==> src/rtl/adder_seq_pkg.sv <==
// Shared types and constants for the slice-serial adder sequencer.
// Optional subtract mode is enabled with the ADDSEQ_SUB_EN macro (see adder_seq_ctrl).
package adder_seq_pkg;

    localparam int unsigned SLICE_W = 4;

    typedef enum logic [1:0] {
        StIdle,
        StRun,
        StDone
    } state_t;

    // A single-slice build still needs a 1-bit counter.
    function automatic int unsigned cnt_width(input int unsigned nslice);
        return (nslice > 1) ? $clog2(nslice) : 1;
    endfunction

endpackage

==> src/rtl/full_adder_4b.sv <==
// 4-bit ripple-carry adder slice; the only arithmetic element in the sequencer.
module full_adder_4b (
    input  logic [3:0] a,
    input  logic [3:0] b,
    input  logic       c_in,
    output logic [3:0] sum,
    output logic       c_out
);

    logic [4:0] c;

    always_comb begin
        c    = '0;
        sum  = '0;
        c[0] = c_in;
        for (int i = 0; i < 4; i++) begin
            sum[i]   = a[i] ^ b[i] ^ c[i];
            c[i + 1] = (a[i] & b[i]) | (c[i] & (a[i] ^ b[i]));
        end
    end

    assign c_out = c[4];

endmodule

==> src/rtl/adder_seq_ctrl.sv <==
// Multi-cycle WIDTH-bit adder that feeds one 4-bit slice per cycle through full_adder_4b.
// Define ADDSEQ_SUB_EN to add the in_sub port (A-B via inverted B and carry-in of 1).
module adder_seq_ctrl
    import adder_seq_pkg::*;
#(
    parameter int unsigned WIDTH = 16
) (
    input  logic             clk,
    input  logic             rst,
    input  logic             in_valid,
    output logic             in_ready,
    input  logic [WIDTH-1:0] in_a,
    input  logic [WIDTH-1:0] in_b,
    input  logic             in_cin,
`ifdef ADDSEQ_SUB_EN
    input  logic             in_sub,
`endif
    output logic             out_valid,
    input  logic             out_ready,
    output logic [WIDTH-1:0] out_sum,
    output logic             out_cout,
    output logic             out_ovf
);

    localparam int unsigned NSLICE = WIDTH / SLICE_W;
    localparam int unsigned CNT_W  = cnt_width(NSLICE);

    generate
        if ((WIDTH % SLICE_W) != 0 || WIDTH < 8) begin : g_bad_width
            $error("adder_seq_ctrl: WIDTH must be a multiple of 4 and at least 8");
        end
    endgenerate

    state_t             state_q, state_d;
    logic [WIDTH-1:0]   a_q, b_q, sum_q, sum_d;
    logic [CNT_W-1:0]   cnt_q;
    logic               carry_q, cout_q, ovf_q;

    logic [SLICE_W-1:0] a_sl, b_sl, fa_sum;
    logic               fa_cout;
    logic               accept, last_slice, ovf_calc;
    logic [WIDTH-1:0]   b_load;
    logic               c_load;

    always_comb begin
`ifdef ADDSEQ_SUB_EN
        b_load = in_sub ? ~in_b : in_b;
        c_load = in_sub ? 1'b1 : in_cin;
`else
        b_load = in_b;
        c_load = in_cin;
`endif
    end

    // Slice mux over constant indices keeps the select logic explicit.
    always_comb begin
        a_sl  = '0;
        b_sl  = '0;
        sum_d = sum_q;
        for (int i = 0; i < int'(NSLICE); i++) begin
            if (cnt_q == CNT_W'(i)) begin
                a_sl = a_q[i*SLICE_W +: SLICE_W];
                b_sl = b_q[i*SLICE_W +: SLICE_W];
                sum_d[i*SLICE_W +: SLICE_W] = fa_sum;
            end
        end
    end

    full_adder_4b u_fa (
        .a     (a_sl),
        .b     (b_sl),
        .c_in  (carry_q),
        .sum   (fa_sum),
        .c_out (fa_cout)
    );

    assign accept     = (state_q == StIdle) && in_valid;
    assign last_slice = (cnt_q == CNT_W'(NSLICE - 1));
    // Top slice's MSB is the result sign; b_q already holds the inverted operand when subtracting.
    assign ovf_calc   = (a_q[WIDTH-1] == b_q[WIDTH-1]) && (fa_sum[SLICE_W-1] != a_q[WIDTH-1]);

    always_comb begin
        state_d = state_q;
        unique case (state_q)
            StIdle: if (in_valid) state_d = StRun;
            StRun:  if (last_slice) state_d = StDone;
            StDone: if (out_ready) state_d = StIdle;
            default: state_d = StIdle;
        endcase
    end

    always_ff @(posedge clk) begin
        if (rst) begin
            state_q <= StIdle;
            a_q     <= '0;
            b_q     <= '0;
            sum_q   <= '0;
            cnt_q   <= '0;
            carry_q <= 1'b0;
            cout_q  <= 1'b0;
            ovf_q   <= 1'b0;
        end else begin
            state_q <= state_d;
            if (accept) begin
                a_q     <= in_a;
                b_q     <= b_load;
                carry_q <= c_load;
                cnt_q   <= '0;
            end else if (state_q == StRun) begin
                sum_q   <= sum_d;
                carry_q <= fa_cout;
                if (last_slice) begin
                    cout_q <= fa_cout;
                    ovf_q  <= ovf_calc;
                end else begin
                    cnt_q <= cnt_q + CNT_W'(1);
                end
            end
        end
    end

    assign in_ready  = (state_q == StIdle);
    assign out_valid = (state_q == StDone);
    assign out_sum   = sum_q;
    assign out_cout  = cout_q;
    assign out_ovf   = ovf_q;

endmodule

==> config.mk <==
export PLATFORM = sky130hd
export DESIGN_NAME = adder_seq_ctrl
export DESIGN_NICKNAME = d
export VERILOG_FILES = /design/src/rtl/adder_seq_pkg.sv /design/src/rtl/full_adder_4b.sv /design/src/rtl/adder_seq_ctrl.sv
export SDC_FILE = /design/constraint.sdc
export NUM_CORES = 1
export LEC_CHECK = 0
export ABC_CLOCK_PERIOD_IN_PS = 3320
export CORE_ASPECT_RATIO = 1.1
export CORE_MARGIN = 3
export CORE_UTILIZATION = 46
export CTS_BUF_LIST = sky130_fd_sc_hd__clkbuf_8
export CTS_CLUSTER_SIZE = 12
export DETAILED_ROUTE_END_ITERATION = 10
export GPL_ROUTABILITY_DRIVEN = 0
export PLACE_DENSITY_LB_ADDON = 0.25
export SLEW_MARGIN = 20
export SYNTH_ARGS = -nofsm -noshare
export SYNTH_HDL_FRONTEND = slang
export SYNTH_HIERARCHICAL = 1
export SYNTH_SLANG_ARGS = --single-unit
export TNS_END_PERCENT = 20
==> constraint.sdc <==
create_clock -name clk -period 3.32 [get_ports clk]
set_input_delay 0.664 -clock clk [delete_from_list [all_inputs] [get_ports clk]]
set_output_delay 0.664 -clock clk [all_outputs]
set_load 0.03 [all_outputs]
# ---- After elaboration in Yosys (flattened, before gate mapping)
# Index checks and enable logic that the tools add are counted.
dict set report classes {
  n_addsub 1
  n_eq_ne 10
  mux 14
  bitwise 22
  reduce_logical 12
}
# operator n
set ops {}
lappend ops {{$mux 4} 8}
lappend ops {{$reduce_and 3->1} 5}
lappend ops {{$and 1x1->1} 8}
lappend ops {{$xor 1x1->1} 8}
lappend ops {{$eq 2x2->1 const B} 3}
lappend ops {{$mux 2} 3}
lappend ops {{$pmux 2 s3} 1}
lappend ops {{$eq 2x1->1 const B} 2}
lappend ops {{$logic_not 2->1} 2}
lappend ops {{$ne 2x2->1 const B} 2}
lappend ops {{$or 1x1->1} 4}
lappend ops {{$add 2x1->2 const B} 1}
lappend ops {{$logic_and 1x1->1} 2}
lappend ops {{$mux 1} 2}
lappend ops {{$ne 2x1->1 const B} 1}
lappend ops {{$not 1->1} 2}
lappend ops {{$reduce_and 2->1} 1}
lappend ops {{$reduce_bool 2->1} 1}
lappend ops {{$reduce_or 2->1} 1}
lappend ops {{$eq 1x1->1} 1}
lappend ops {{$ne 1x1->1} 1}
dict set report totals {
  regBits 55
  in_bits 37
}

# ---- Longest topological paths before layout
dict set report logic_depth {
  depth_word 16
  ltp_mapped 18
}

# ---- By module
# Netlist, hierarchy kept.
# mod n_inst cells_each area_each_um2 seq_area_each_um2
set modules_own_cells {}
lappend modules_own_cells {adder_seq_ctrl 1 272 2309.7 1101.1}
lappend modules_own_cells {full_adder_4b 1 14 117.6 0.0}

# ---- Worst setup path after synthesis
# Ideal clock, no wire load.
dict set report synth_path {
  path_type {flip-flop to flip-flop}
  start {register cnt_q[1]}
  end {register ovf_q, in the netlist out_ovf}
  setup_ns 0.095
  arrival_time_ns 3.335
  required_time_ns 3.225
  path_slack_ns -0.110
  stages_incl_launch_ff 19
  path_buffers 2
  period_less_slack_ns 3.430
  path_cell_list {dfxtp_1 -> inv_1 -> ha_1 -> buf_2 -> nor2b_1 -> clkbuf_1 -> a221oi_1 -> o31ai_1 -> fa_1 -> inv_1 -> fa_1 -> inv_1 -> fa_1 -> inv_1 -> fa_1 -> inv_1 -> nor3b_1 -> nor2_1 -> a221oi_1}
}
dict set report synth_between {
  elab_chain_cells 15
}
# item line
set synth_rtl {}
lappend synth_rtl {{from (decl)} adder_seq_ctrl.sv:36} ;# logic [CNT_W-1:0] cnt_q;
lappend synth_rtl {{from (signal assigned)} adder_seq_ctrl.sv:116} ;# cnt_q <= cnt_q + CNT_W'(1);
lappend synth_rtl {{$logic_not 2->1} adder_seq_ctrl.sv:61} ;# if (cnt_q == CNT_W'(i)) begin
lappend synth_rtl {{$mux 4 (3 in series)} adder_seq_ctrl.sv:61}
lappend synth_rtl {{$mux 4 (*)} adder_seq_ctrl.sv:61}
lappend synth_rtl {{via a_sl[0]} adder_seq_ctrl.sv:39} ;# logic [SLICE_W-1:0] a_sl, b_sl, fa_sum;
lappend synth_rtl {{$xor 1x1->1} full_adder_4b.sv:18} ;# c[i + 1] = (a[i] & b[i]) | (c[i] & (a[i] ^ b[i]));
lappend synth_rtl {{$and 1x1->1} full_adder_4b.sv:18}
lappend synth_rtl {{$or 1x1->1 (*)} full_adder_4b.sv:18}
lappend synth_rtl {{$and 1x1->1 (*)} full_adder_4b.sv:18}
lappend synth_rtl {{$or 1x1->1 (*)} full_adder_4b.sv:18}
lappend synth_rtl {{$and 1x1->1 (*)} full_adder_4b.sv:18}
lappend synth_rtl {{$or 1x1->1 (*)} full_adder_4b.sv:18}
lappend synth_rtl {{$xor 1x1->1 (*)} full_adder_4b.sv:17} ;# sum[i] = a[i] ^ b[i] ^ c[i];
lappend synth_rtl {{via fa_sum[3]} adder_seq_ctrl.sv:39}
lappend synth_rtl {{$ne 1x1->1 (*)} adder_seq_ctrl.sv:80} ;# assign ovf_calc = (a_q[WIDTH-1] == b_q[WIDTH-1]) && (fa_sum[SLICE_W-1] != a_q[WIDTH-1]);
lappend synth_rtl {{$logic_and 1x1->1 (*)} adder_seq_ctrl.sv:80}
lappend synth_rtl {{to (signal assigned)} adder_seq_ctrl.sv:114} ;# ovf_q <= ovf_calc;
lappend synth_rtl {{to (decl)} adder_seq_ctrl.sv:37} ;# logic carry_q, cout_q, ovf_q;
# Mark *: on every way through the listed nets, which the timed path passes. The rest lies on a longest branch.
# A chain may end at the register's enable or synchronous reset.

# ---- Final worst setup path
dict set report layout_path {
  start {register cnt_q[0]}
  end {register ovf_q, in the netlist out_ovf}
}
# Same word-level chain as after synthesis.

==> flow_metrics.py <==
metrics = {
    "run_status": {
        "status": "finished clean",
    },
    "finish": {
        "diodes": 0,
        "mostFrequentLayoutCell": "nand2_1",
        "drive_above_1_share": 0.126,
        "area_growth_pct": 32.2,
        "mostFrequentLayoutCells": "nand2_1, clkdlybuf4s50_1, dfxtp_1, a21oi_1, nor2_1",
        "fin_util": 0.633,
        "finalNetCount": 384,
        "final_cells": 398,
    },
    "logic_synthesis": {
        "yosys_warnings": 6,
        "synth_cells": 286,
        "seq_area_frac_synth": 0.454,
        "synthAdderAreaFrac": 0.0536,
        "synth_nets": 331,
        "synth.mux.area_fraction": 0.0784,
        "yosys.area_share.simple": 0.215,
        "avgSynthCellArea_um2": 8.49,
        "synth_xor_area_frac": 0.00361,
        "synth_area_um2": 2430,
        "synth-compound-area-share": 0.130,
        "synth.distinct_cells": 23,
        "ys_ff_latch": 55,
        "synth_top_family_by_area": "simple AND/OR/NAND/NOR gates",
    },
    "timing": {
        "fin_setup_tns_ns": 0,
        "fin_crit_sh": 0.969,
        "hold_violations": 0,
        "finalCriticalPeriod_ns": 3.22,
        "fmax_ghz": 0.311,
        "skew_ns": 0.00840,
        "max_slew.worst_pin.slew_ns": 0.975,
        "setup_viol": 0,
        "rsz0062_at_grt": "yes",
        "holdWs_ns": 0.460,
        "slew_headroom": 0.350,
        "slew_violations": 0,
    },
    "place": {
        "dp.cells": 389,
        "portBuffers": 56,
        "dp_hpwl_um": 3620,
    },
    "routing": {
        "drtIter0Drc": 63,
        "wl_per_cell_um": 12.7,
        "via_count": 2042,
        "drt_pass1_iterations": 4,
        "drt_wl_total_um": 5050,
        "ant_nets": 0,
        "viasPerCell": 5.13,
        "drc": 0,
    },
    "clock_network": {
        "h-tree-depth": 2,
        "clk_pin_slew_ns": 0.10,
        "clock-root-buffer": "clkbuf_8",
        "clkSinkCount": 55,
        "clk_latency_ns": 0.31,
        "cts_tree": "done",
        "cts_buffer_depth": 2,
        "cts_buffers": 5,
    },
    "critical_path": {
        "critical_path_class": "reg2reg",
        "crit_path_end_kind": "register",
        "cp-start-kind": "register",
        "worst_ep_required_time_ns": 3.53,
        "critPathMaxFanout": 4,
        "critical_path_arrival_ns": 3.43,
    },
    "die": {
        "dieHeight_um": 82.2,
        "num_rows": 27,
        "die-width_um": 75.3,
        "die_area_um2": 6190,
        "io_pins": 57,
        "start_util": 0.479,
        "core_um2": 5070,
    },
    "global_route": {
        "grt_pass1_vias": 1782,
        "grt_max_degree": 56,
        "grt-ovfl-total": 0,
        "antenna_found_initial": 0,
        "grt_usage": 0.169,
        "grt_pass1_wl_um": 8030,
    },
    "power_and_ir_drop": {
        "p_comb_frac": 0.180,
        "power.switching_w": 0.000352,
        "swShare": 0.264,
        "p_per_area_nw_per_um2": 416,
        "leakagePower_nw": 1.33,
        "peakVddDrop_uv": 281,
        "power.internal_w": 0.000982,
        "power_w": 0.00133,
        "seqPwrFrac": 0.537,
        "p_clk_frac": 0.283,
    },
    "run": {
        "maxCapViolations": 0,
    },
    "hold_path": {
        "hold_class": "reg2reg",
    },
}
==> flip-flops by register name, summed over array words and instances, names as in the netlist <==
register,flops
a_q,16
b_q,16
out_sum,16
cnt_q,2
state_q,2
carry_q,1
out_cout,1
out_ovf,1
==> cell type report <==
type / count / area, um2
clock inverter: 2 / 12.5
tap: 58 / 72.6
sequential: 55 / 1110
timing repair buffer: 68 / 646
fill: 460 / 1860
multi-input combinational: 196 / 1240
clock buffer: 6 / 82.6
inverter: 13 / 51.3
==> cells in the mapped netlist, drive strengths merged <==
library cell,n,share of area
ha,4,0.021
nand2,72,0.11
buf,11,0.028
nand3b,5,0.015
xnor2,1,0.0036
nor3,2,0.0041
dfxtp,55,0.45
a221oi,9,0.032
nor2,22,0.034
nor3b,3,0.016
nand2b,2,0.0052
nor2b,10,0.026
a21oi,33,0.068
or3b,1,0.0036
clkbuf,11,0.017
fa,4,0.033
o31ai,8,0.025
mux2i,19,0.078
inv,13,0.020
a211oi,1,0.0052
==> logic make-up after synthesis <==
family / after synthesis
xor+xnor: 1
fa+ha+maj: 8
simple gates: 117
flops: 55
buf+inv: 35
mux: 19
compound gates: 51
==> routing by layer <==
layer / track usage / vias up / part of all wire
met3: 0.0484 / 10 / 0.041
met5: 0 / - / 0
li1: - / 1046 / -
met4: 0.0629 / 0 / 0.021
met2: 0.269 / 47 / 0.47
met1: 0.217 / 939 / 0.47
==> repair_timing <==
action | in CTS | in global routing
endpoints found under the setup margin | 3 | 5
endpoints found under the hold margin | 0 | 0
pin swaps | 2 | 10
setup buffers | 0 | 1
hold buffers | 0 | 0
resized for setup | 5 | 17
==> worst max-delay path, stage by stage (launching register included) <==
cell and delay, ns:
dfxtp_4 0.40, inv_4 0.04, ha_4 0.15, nor2b_4 0.13, a221oi_2 0.25, o31ai_2 0.12
fa_2 0.39, inv_2 0.07, fa_2 0.19, inv_2 0.04, fa_2 0.35, inv_2 0.06
fa_1 0.42, inv_2 0.07, nor3b_2 0.14, nor2_1 0.05, a221oi_1 0.27
==> power groups by stage <==
stage | combinational [W] | clock, W | sequential [W]
floorplan | 0.000137 | 0 | 0.000730
global placement | 0.000227 | 0 | 0.000730
detailed placement | 0.000229 | 0 | 0.000730
CTS | 0.000234 | 0.000391 | 0.000715
global route | 0.000265 | 0.000415 | 0.000721
finish | 0.000240 | 0.000378 | 0.000716
==> worst paths after layout <==
kind,from,to,slack (ns),cells after the start
min reg2reg,a_q[6],a_q[6],0.46,2
min,a_q[6],a_q[6],0.46,2
max,cnt_q[0],out_ovf,0.10,16
max reg2reg,cnt_q[0],out_ovf,0.10,16
==> per-stage QoR <==
stage	cell area [um2]	setup slack, ns
floorplan	2440	0.00912
global placement	3040	0.0304
detailed placement	3040	-0.0998
CTS	3150	0.000114
global route	3210	-0.0381
finish	3210	0.103
No activity file was read; power rests on OpenSTA's default activity.
